File: config.mk
export PLATFORM = sky130hd
export DESIGN_NAME = rv_fetch_unit
export DESIGN_NICKNAME = d
export VERILOG_FILES = /design/src/rtl/rv_pkg.sv /design/src/rtl/fetch_fifo.sv /design/src/rtl/rv_fetch_unit.sv
export SDC_FILE = /design/constraint.sdc
export NUM_CORES = 1
export LEC_CHECK = 0
export CORE_MARGIN = 2
export CORE_UTILIZATION = 55
export CTS_BUF_LIST = sky130_fd_sc_hd__clkbuf_8
export CTS_CLUSTER_SIZE = 30
export DETAILED_ROUTE_END_ITERATION = 16
export PLACE_DENSITY = 0.8
export SYNTH_ARGS = -nofsm -noshare
export SYNTH_HDL_FRONTEND = slang
export SYNTH_SLANG_ARGS = --single-unit
File: constraint.sdc
create_clock -name clk -period 3.8 [get_ports clk]
set_input_delay 1.14 -clock clk [delete_from_list [all_inputs] [get_ports clk]]
set_output_delay 1.14 -clock clk [all_outputs]
set_load 0.03 [all_outputs]
File: src/rtl/rv_pkg.sv
// Shared RV32I front-end constants: architectural widths, reset PC and fetch FSM encoding.
// Pure declarations; no logic.
package rv_pkg;

  localparam int          XLEN     = 32;
  localparam int          ILEN     = 32;
  localparam logic [31:0] RESET_PC = 32'h8000_0000;
  localparam logic [31:0] PC_STEP  = 32'd4;

  localparam logic [0:0] ST_FETCH = 1'b0;
  localparam logic [0:0] ST_FAULT = 1'b1;

endpackage

File: src/rtl/fetch_fifo.sv
// Synchronous prefetch FIFO with flush; head is read straight from storage, so a push is visible next cycle.
// Push while full is accepted only together with a pop; flush wins over push and pop.
module fetch_fifo #(
  parameter int WIDTH = 64,
  parameter int DEPTH = 4,
  localparam int PTR_W = $clog2(DEPTH),
  localparam int CNT_W = $clog2(DEPTH + 1)
) (
  input  logic             clk,
  input  logic             reset_n,
  input  logic             push,
  input  logic [WIDTH-1:0] push_data,
  input  logic             pop,
  input  logic             flush,
  output logic [WIDTH-1:0] head,
  output logic [CNT_W-1:0] count,
  output logic             full,
  output logic             empty
);

  logic [WIDTH-1:0] mem [DEPTH];
  logic [PTR_W-1:0] wr_ptr;
  logic [PTR_W-1:0] rd_ptr;
  logic             do_push;
  logic             do_pop;

  assign empty   = (count == '0);
  assign full    = (count == CNT_W'(DEPTH));
  assign do_pop  = pop && !empty;
  assign do_push = push && (!full || do_pop);
  assign head    = mem[rd_ptr];

  always_ff @(posedge clk or negedge reset_n) begin
    if (!reset_n) begin
      wr_ptr <= '0;
      rd_ptr <= '0;
      count  <= '0;
    end else if (flush) begin
      wr_ptr <= '0;
      rd_ptr <= '0;
      count  <= '0;
    end else begin
      if (do_push) wr_ptr <= wr_ptr + PTR_W'(1);
      if (do_pop)  rd_ptr <= rd_ptr + PTR_W'(1);
      if (do_push && !do_pop)      count <= count + CNT_W'(1);
      else if (!do_push && do_pop) count <= count - CNT_W'(1);
    end
  end

  // Storage needs no reset: entries are only observable once count covers them.
  always_ff @(posedge clk) begin
    if (do_push && !flush) mem[wr_ptr] <= push_data;
  end

endmodule

File: src/rtl/rv_fetch_unit.sv
// Pipelined instruction fetch: credit-limited memory requests, in-order responses into a prefetch FIFO.
// inst_* valid one cycle after a response; requests stall when outstanding+buffered would exceed DEPTH.
module rv_fetch_unit #(
  parameter int              XLEN     = rv_pkg::XLEN,
  parameter int              ADDR_W   = 14,
  parameter int              DEPTH    = 4,
  parameter int              MAX_OUT  = 2,
  parameter logic [XLEN-1:0] RESET_PC = XLEN'(rv_pkg::RESET_PC)
) (
  input  logic              clk,
  input  logic              reset_n,
  output logic              mem_req_valid,
  input  logic              mem_req_ready,
  output logic [ADDR_W-1:0] mem_req_addr,
  input  logic              mem_rsp_valid,
  input  logic [31:0]       mem_rsp_data,
  input  logic              redirect_valid,
  input  logic [XLEN-1:0]   redirect_pc,
  output logic              inst_valid,
  input  logic              inst_ready,
  output logic [31:0]       inst_data,
  output logic [XLEN-1:0]   inst_pc,
  output logic              fetch_fault
);

  import rv_pkg::*;

  localparam int OUT_W  = $clog2(MAX_OUT + 1);
  localparam int FCNT_W = $clog2(DEPTH + 1);
  localparam int SUM_W  = ((OUT_W > FCNT_W) ? OUT_W : FCNT_W) + 1;
  localparam int ENT_W  = ILEN + XLEN;

  logic [0:0]       state;
  logic             started;
  logic [XLEN-1:0]  fetch_pc;
  logic [XLEN-1:0]  rsp_pc;
  logic [OUT_W-1:0] outstanding;
  logic [OUT_W-1:0] outstanding_nxt;
  logic [OUT_W-1:0] discard;

  logic [ENT_W-1:0]  fifo_head;
  logic [FCNT_W-1:0] fifo_count;
  logic              fifo_full;
  logic              fifo_empty;

  logic credit_ok;
  logic req_fire;
  logic rsp_take;
  logic rsp_push;
  logic inst_pop;
  logic redirect_aligned;

  // Credit rule: every in-flight request already owns a FIFO slot.
  assign credit_ok = !fifo_full
                  && (outstanding < OUT_W'(MAX_OUT))
                  && ((SUM_W'(outstanding) + SUM_W'(fifo_count)) < SUM_W'(DEPTH));

  assign mem_req_valid    = started && (state == ST_FETCH) && credit_ok && !redirect_valid;
  assign mem_req_addr     = fetch_pc[ADDR_W-1:0];
  assign req_fire         = mem_req_valid && mem_req_ready;
  assign redirect_aligned = (redirect_pc[1:0] == 2'b00);

  // A response with nothing outstanding is stale (e.g. from before reset) and is ignored.
  assign rsp_take = mem_rsp_valid && (outstanding != '0);
  assign rsp_push = rsp_take && (discard == '0) && !redirect_valid;

  assign inst_valid  = (state == ST_FETCH) && !fifo_empty;
  assign inst_pop    = inst_valid && inst_ready;
  assign inst_data   = fifo_head[ENT_W-1 -: ILEN];
  assign inst_pc     = fifo_head[XLEN-1:0];
  assign fetch_fault = (state == ST_FAULT);

  always_comb begin
    outstanding_nxt = outstanding;
    if (req_fire && !rsp_take)      outstanding_nxt = outstanding + OUT_W'(1);
    else if (!req_fire && rsp_take) outstanding_nxt = outstanding - OUT_W'(1);
  end

  always_ff @(posedge clk or negedge reset_n) begin
    if (!reset_n) begin
      state       <= ST_FETCH;
      started     <= 1'b0;
      fetch_pc    <= RESET_PC;
      rsp_pc      <= RESET_PC;
      outstanding <= '0;
      discard     <= '0;
    end else begin
      started     <= 1'b1;
      outstanding <= outstanding_nxt;
      if (redirect_valid) begin
        fetch_pc <= redirect_pc;
        rsp_pc   <= redirect_pc;
        // Everything still in flight after this cycle belongs to the abandoned stream.
        discard  <= outstanding_nxt;
        state    <= redirect_aligned ? ST_FETCH : ST_FAULT;
      end else begin
        if (req_fire) fetch_pc <= fetch_pc + XLEN'(PC_STEP);
        if (rsp_push) rsp_pc   <= rsp_pc + XLEN'(PC_STEP);
        if (rsp_take && (discard != '0)) discard <= discard - OUT_W'(1);
      end
    end
  end

  fetch_fifo #(
    .WIDTH (ENT_W),
    .DEPTH (DEPTH)
  ) u_fifo (
    .clk       (clk),
    .reset_n   (reset_n),
    .push      (rsp_push),
    .push_data ({mem_rsp_data, rsp_pc}),
    .pop       (inst_pop),
    .flush     (redirect_valid),
    .head      (fifo_head),
    .count     (fifo_count),
    .full      (fifo_full),
    .empty     (fifo_empty)
  );

endmodule

Word-level counts from Yosys, hierarchy flattened
Memories as Yosys holds them, arrays and structs flattened.
Cells that the tools add are included.
{"block": "word_totals", "word_cells": 80, "ram_bits": 256, "n_memories": 1, "input_bits": 70, "regBits": 77}
{"name": "u_fifo.mem", "words": 4, "word_bits": 64, "read_ports": 1, "rd_ports_with_merged_regs": 0, "wr": 1, "line_no": "fetch_fifo.sv:21", "source": "logic [WIDTH-1:0] mem [DEPTH];"}
{"block": "classes", "order_cmp": 2, "n_reduce_logical": 38, "bitwise_logic": 1, "eq_ne": 1, "add_sub_neg": 10, "n_mux": 18}
{"operator": "$mux 32", "n": 4}
{"operator": "$add 32x3->32 const B", "n": 2}
{"operator": "$logic_and 1x1->1", "n": 19}
{"operator": "$mux 2", "n": 8}
{"operator": "$reduce_bool 2->1", "n": 7}
{"operator": "$mux 3", "n": 3}
{"operator": "$logic_not 1->1", "n": 7}
{"operator": "$add 2x1->2 const B", "n": 3}
{"operator": "$add 2x3->4", "n": 1}
{"operator": "$logic_not 2->1", "n": 2}
{"operator": "$lt 4x3->1 const B", "n": 1}
{"operator": "$sub 2x1->2 const B", "n": 2}
{"operator": "$add 3x1->3 const B", "n": 1}
{"operator": "$eq 3x3->1 const B", "n": 1}
{"operator": "$logic_not 3->1", "n": 1}
{"operator": "$mux 1", "n": 3}
{"operator": "$reduce_bool 3->1", "n": 1}
{"operator": "$sub 3x1->3 const B", "n": 1}
{"operator": "$lt 2x2->1 const B", "n": 1}
{"operator": "$logic_or 1x1->1", "n": 1}
{"operator": "$not 1->1", "n": 1}

Logic depth before layout (Yosys ltp)
Gate-level depths: netlist of run 1.
{"block": "depth", "ltp_word": 12, "mapped_depth": 9, "ltp_nobuf": 9}

Hierarchy
Synthesis of run 1 repeated with hierarchy kept, for this count alone.
{"block": "hier_totals", "hier_cells": 713, "area_unflattened_um2": 12623.4}
{"mod": "fetch_fifo", "instances": 1, "cells_per_inst": 382, "area_per_inst_um2": 9684.3}
{"mod": "rv_fetch_unit", "instances": 1, "cells_per_inst": 331, "area_per_inst_um2": 2939.1}

Least setup slack after synthesis of run 1
OpenSTA, ideal clock, no wires.
{"block": "synth_timing", "path_kind": "in2reg", "start": "in redirect_valid", "end": "mem u_fifo.mem[1][0], enable pin", "path_stages": 3, "slack_ns": -0.057, "setup_time_ns": 0.429, "arrival_time_ns": 3.428, "cell_sequence": "clkbuf_1 -> a211oi_1 -> and2_1"}
{"block": "synth_between", "elab_chain_cells": 6}
{"element": "start, declared", "line_no": "rv_fetch_unit.sv:17", "source": "input logic redirect_valid,"}
{"element": "$logic_not 1->1 (*)", "line_no": "fetch_fifo.sv:52, rv_fetch_unit.sv:65"}
{"element": "$logic_and 1x1->1", "line_no": "rv_fetch_unit.sv:65", "source": "assign rsp_push = rsp_take && (discard == '0) && !redirect_valid;"}
{"element": "$logic_and 1x1->1", "line_no": "fetch_fifo.sv:30", "source": "assign do_push = push && (!full || do_pop);"}
{"element": "$logic_and 1x1->1 (*)", "line_no": "fetch_fifo.sv:52", "source": "if (do_push && !flush) mem[wr_ptr] <= push_data;"}
{"element": "$mux 1 (*)", "line_no": "fetch_fifo.sv:52"}
{"element": "$mux 1 (implied by the code) (*)", "line_no": "fetch_fifo.sv:52"}
{"element": "end, declared", "line_no": "fetch_fifo.sv:21"}
Mark *: on every way between the ends. The rest lies on a longest branch, timed or not.

Final worst setup path of run 1
{"block": "layout_timing", "start": "reg u_fifo.rd_ptr[0]", "end": "out inst_data[1]"}
{"block": "layout_between", "elab_chain_cells": 1}
{"element": "start, declared", "line_no": "fetch_fifo.sv:23", "source": "logic [PTR_W-1:0] rd_ptr;"}
{"element": "start signal, assigned", "line_no": "fetch_fifo.sv:44", "source": "if (do_pop) rd_ptr <= rd_ptr + PTR_W'(1);"}
{"element": "$mem_v2 4x64"}
{"element": "end, declared", "line_no": "rv_fetch_unit.sv:21", "source": "output logic [31:0] inst_data,"}
No other way between the ends.

==> impl_metrics.yaml, run 1 <==
status:
  status: "finished clean"
cells_and_area:
  most-common-layout-cells: "edfxtp_1, clkdlybuf4s50_1, mux4_2, dfrtp_1, clkbuf_8"
  seq_area_mm2: 0.00917
  multi_input_area_mm2: 0.00326
  drive_above_1_share: 0.198
  diodes: 0
  postLayoutCellArea_mm2: 0.0155
  fill_cells: 1494
  areaGrowthSynthToFinish_pct: 23.3
  final_nets: 970
  final_common_cell: "edfxtp_1"
route:
  viasPerCell: 5.64
  antenna_left: 0
  num_vias: 6846
  drcViolationCount: 0
  drt-wirelength-per-cell_um: 19.6
  routed_wl_mm: 23.7
  drt-pass1-iter-count: 5
  drtIter0Drc: 494
floorplan:
  die-area_mm2: 0.0241
  chipHeight_um: 155
  ios: 151
  die_x_um: 155
  start_util: 0.559
  std_cell_rows: 55
  core_mm2: 0.0226
timing:
  finalSetupViolations: 0
  clock_skew_ns: 0.0179
  hold_viol_final: 0
  finalCriticalPeriod_ns: 3.68
  rsz0062_at_grt: "no"
  slew_violations: 0
  max_slew.worst_pin.slew_ns: 0.680
  fin_crit_sh: 0.969
  fmax_mhz: 272
  final.setup.tns_ns: 0
  slew_headroom: 0.542
logic_synthesis:
  ys_ff_latch: 315
  ys.flop_type: "edfxtp_1"
  synth_async_sr_flop_share: 0.187
  yosysSeqAreaShare: 0.727
  post_synth_num_cell_types: 55
  synthesis.area_mm2: 0.0126
  syn_nets: 776
  syn-instance-count: 696
  syn_area_per_cell_um2: 18.1
  synth_edf_count: 256
  yosysWarnings: 0
cts:
  cts_resized: 0
  cts_tree: "yes"
  htree_num_levels: 2
  holdBufCountCts: 0
  clk_pin_slew_worst_paths_ns: 0.06
  root_buffer: "clkbuf_8"
  insertion_delay_ns: 0.56
  numCtsBuffers: 48
  cts_num_sinks: 315
  cts_buffer_depth: 3
pwr:
  p_comb_frac: 0.145
  leakagePower_nw: 5.23
  switchingPower_w: 0.00200
  p_seq_frac: 0.524
  ir_worst_vdd_uv: 300
  power_density_mw_per_mm2: 505
  p_int_w: 0.00585
  swShare: 0.254
  clock_power_share: 0.331
  power_w: 0.00785
place:
  portBuffers: 150
  post_dp_cell_area_mm2: 0.0146
  gp_congestion: 0.876
  hpwl_mm: 15.3
critical_path:
  crit_required_ns: 2.66
  cp-end-kind: "output pin"
  worstSetupStartpoint: "u_fifo.rd_ptr[0]"
  slowest_delay_ns: 0.61
  cp_slowest_cell: "clkdlybuf4s50_1"
  cp-start-kind: "flop"
  critPathMaxFanout: 9
  crit_buf_inv: 2
  crit_chain: "buf_4 > mux4_2 > clkdlybuf4s50_1"
  path_class: "reg2out"
  critPathTopFamily: "buffers and inverters"
  crit_arrival_ns: 2.54
  r2r_start: "outstanding[1]"
worst_hold_path:
  worstHoldStart: "fetch_pc[0]"
  hold_class: "reg2reg"
global_route:
  antenna_found_initial: 0
  overflow: 0
  grt_usage: 0.202
  grt_pass1_wl_mm: 37.6
  grt_pass1_vias: 6967
  grt_max_degree: 65
flow_run:
  drv_cap: 0
[state kept, by name, indices dropped and copies added, names as in the netlist]
name / flops
fetch_fault: 1
u_fifo.rd_ptr: 2
discard: 2
started: 1
fetch_pc: 14
outstanding: 2
rsp_pc: 32
u_fifo.count: 3
u_fifo.mem: 256
u_fifo.wr_ptr: 2
[through the flow]
stage | utilization | cells | setup slack [ns] | hold slack, ns
6_report | 0.689 | 1213 | 0.118 | 0.532
5_1_grt | 0.689 | 1213 | 0.0122 | 0.543
4_1_cts | 0.689 | 1213 | 0.0587 | 0.528
3_5_place_dp | 0.647 | 1123 | 0.421 | 0.523
3_3_place_gp | 0.647 | 1123 | 0.440 | 0.516
2_1_floorplan | - | 696 | 0.617 | 0.476
[repair_timing]
item	4_1_cts	5_1_grt
endpoints found under the hold margin	0	0
endpoints found under the setup margin	47	0
buffers inserted	2	0
[final timing paths]
kind,endpoint,slack [ns],cells past startpoint
min in group asynchronous,discard[1],0.54,1
max in group asynchronous,u_fifo.rd_ptr[0],2.61,2
hold / removal,fetch_pc[0],0.53,2
hold reg to reg,fetch_pc[0],0.53,2
setup / recovery,inst_data[1],0.12,3
setup reg to reg,u_fifo.mem[0][48],1.39,7
[cells by family (layout without fill, tap and decap cells)]
logic type,count (synthesis),in the layout,share of synthesized area
buffers and inverters,46,278,0.0152
adder cells (fa/ha/maj),10,10,0.0105
multiplexers,76,76,0.125
AO/OA/AOI/OAI,59,59,0.0272
flip-flops,315,315,0.727
other,1,1,0.000297
XOR/XNOR,39,39,0.0271
AND/OR/NAND/NOR,150,150,0.0678
[synthesized netlist by cell type (2+ instances only)]
cell type	instances	area [µm²]
mux4_2	64	1440
buf_2	6	30.0
nor3_1	9	45.0
xor2_1	11	96.3
nor4_2	4	50.1
and2_1	6	37.5
clkbuf_1	11	41.3
nor2_1	25	93.8
o21ai_0	28	140
mux2_2	11	124
a21oi_1	9	45.0
nand4_1	12	75.1
o311ai_0	3	26.3
and4_1	4	35.0
nand2b_1	2	12.5
nor4_1	2	12.5
nand2_1	49	184
edfxtp_1	256	7690
dfrtp_1	58	1450
ha_1	9	113
nand3_1	12	60.1
o21ai_1	6	30.0
a31oi_1	4	25.0
nor4_4	2	42.5
inv_1	20	75.1
nor2b_1	5	31.3
buf_1	6	22.5
xnor2_1	28	245
and3_1	6	37.5
o211ai_1	3	22.5
[tightest hold or removal path, delay by kind of cell, from the launching register on]
| kind | cells | cell delay (ns) |
|---|---|---|
| AOI/OAI and AO/OA | 1 | 0.06 |
| DFF | 1 | 0.38 |
| buffers and inverters | 1 | 0.05 |
[cell type report]
type,instances,area share
Clock buffer,50,0.0443
Clock inverter,38,0.0147
Inverter,21,0.00507
Multi-Input combinational cell,335,0.210
Sequential cell,315,0.590
Tap cell,285,0.0229
Timing Repair Buffer,169,0.113
[power groups by stage]
stage | Clock [W] | Combinational (W) | Sequential, W
2_1_floorplan | 0 | 0.000687 | 0.00415
3_3_place_gp | 0 | 0.00112 | 0.00417
3_5_place_dp | 0 | 0.00114 | 0.00418
4_1_cts | 0.00267 | 0.00115 | 0.00411
5_1_grt | 0.00281 | 0.00124 | 0.00413
6_report | 0.00260 | 0.00114 | 0.00411
[routing by layer]
metal | track usage | part of all wire | routed length, µm | up-vias
met5 | 0 | 0 | 0 | -
met1 | 0.293 | 0.44 | 10400 | 3425
met3 | 0.0415 | 0.071 | 1700 | 27
li1 | - | - | - | 3119
met4 | 0.0533 | 0.012 | 293 | 0
met2 | 0.321 | 0.48 | 11400 | 275
No activity file was read; power rests on OpenSTA's default activity.
==> inputs of run 2 (changes only) <==
--- a/config.mk
+++ b/config.mk
@@ -8,7 +8,6 @@
 export CORE_MARGIN = 2
 export CORE_UTILIZATION = 55
 export CTS_BUF_LIST = sky130_fd_sc_hd__clkbuf_8
-export CTS_CLUSTER_SIZE = 30
 export DETAILED_ROUTE_END_ITERATION = 16
 export PLACE_DENSITY = 0.8
 export SYNTH_ARGS = -nofsm -noshare
==> results of run 2 <==
No change in the layout: final DEF, timing and power equal those of run 1.
==> inputs of run 3 (changes only) <==
--- a/config.mk
+++ b/config.mk
@@ -5,6 +5,7 @@
 export SDC_FILE = /design/constraint.sdc
 export NUM_CORES = 1
 export LEC_CHECK = 0
+export CAP_MARGIN = 20
 export CORE_MARGIN = 2
 export CORE_UTILIZATION = 55
 export CTS_BUF_LIST = sky130_fd_sc_hd__clkbuf_8
==> results of run 3 <==
No change in the layout: final DEF, timing and power equal those of run 1.
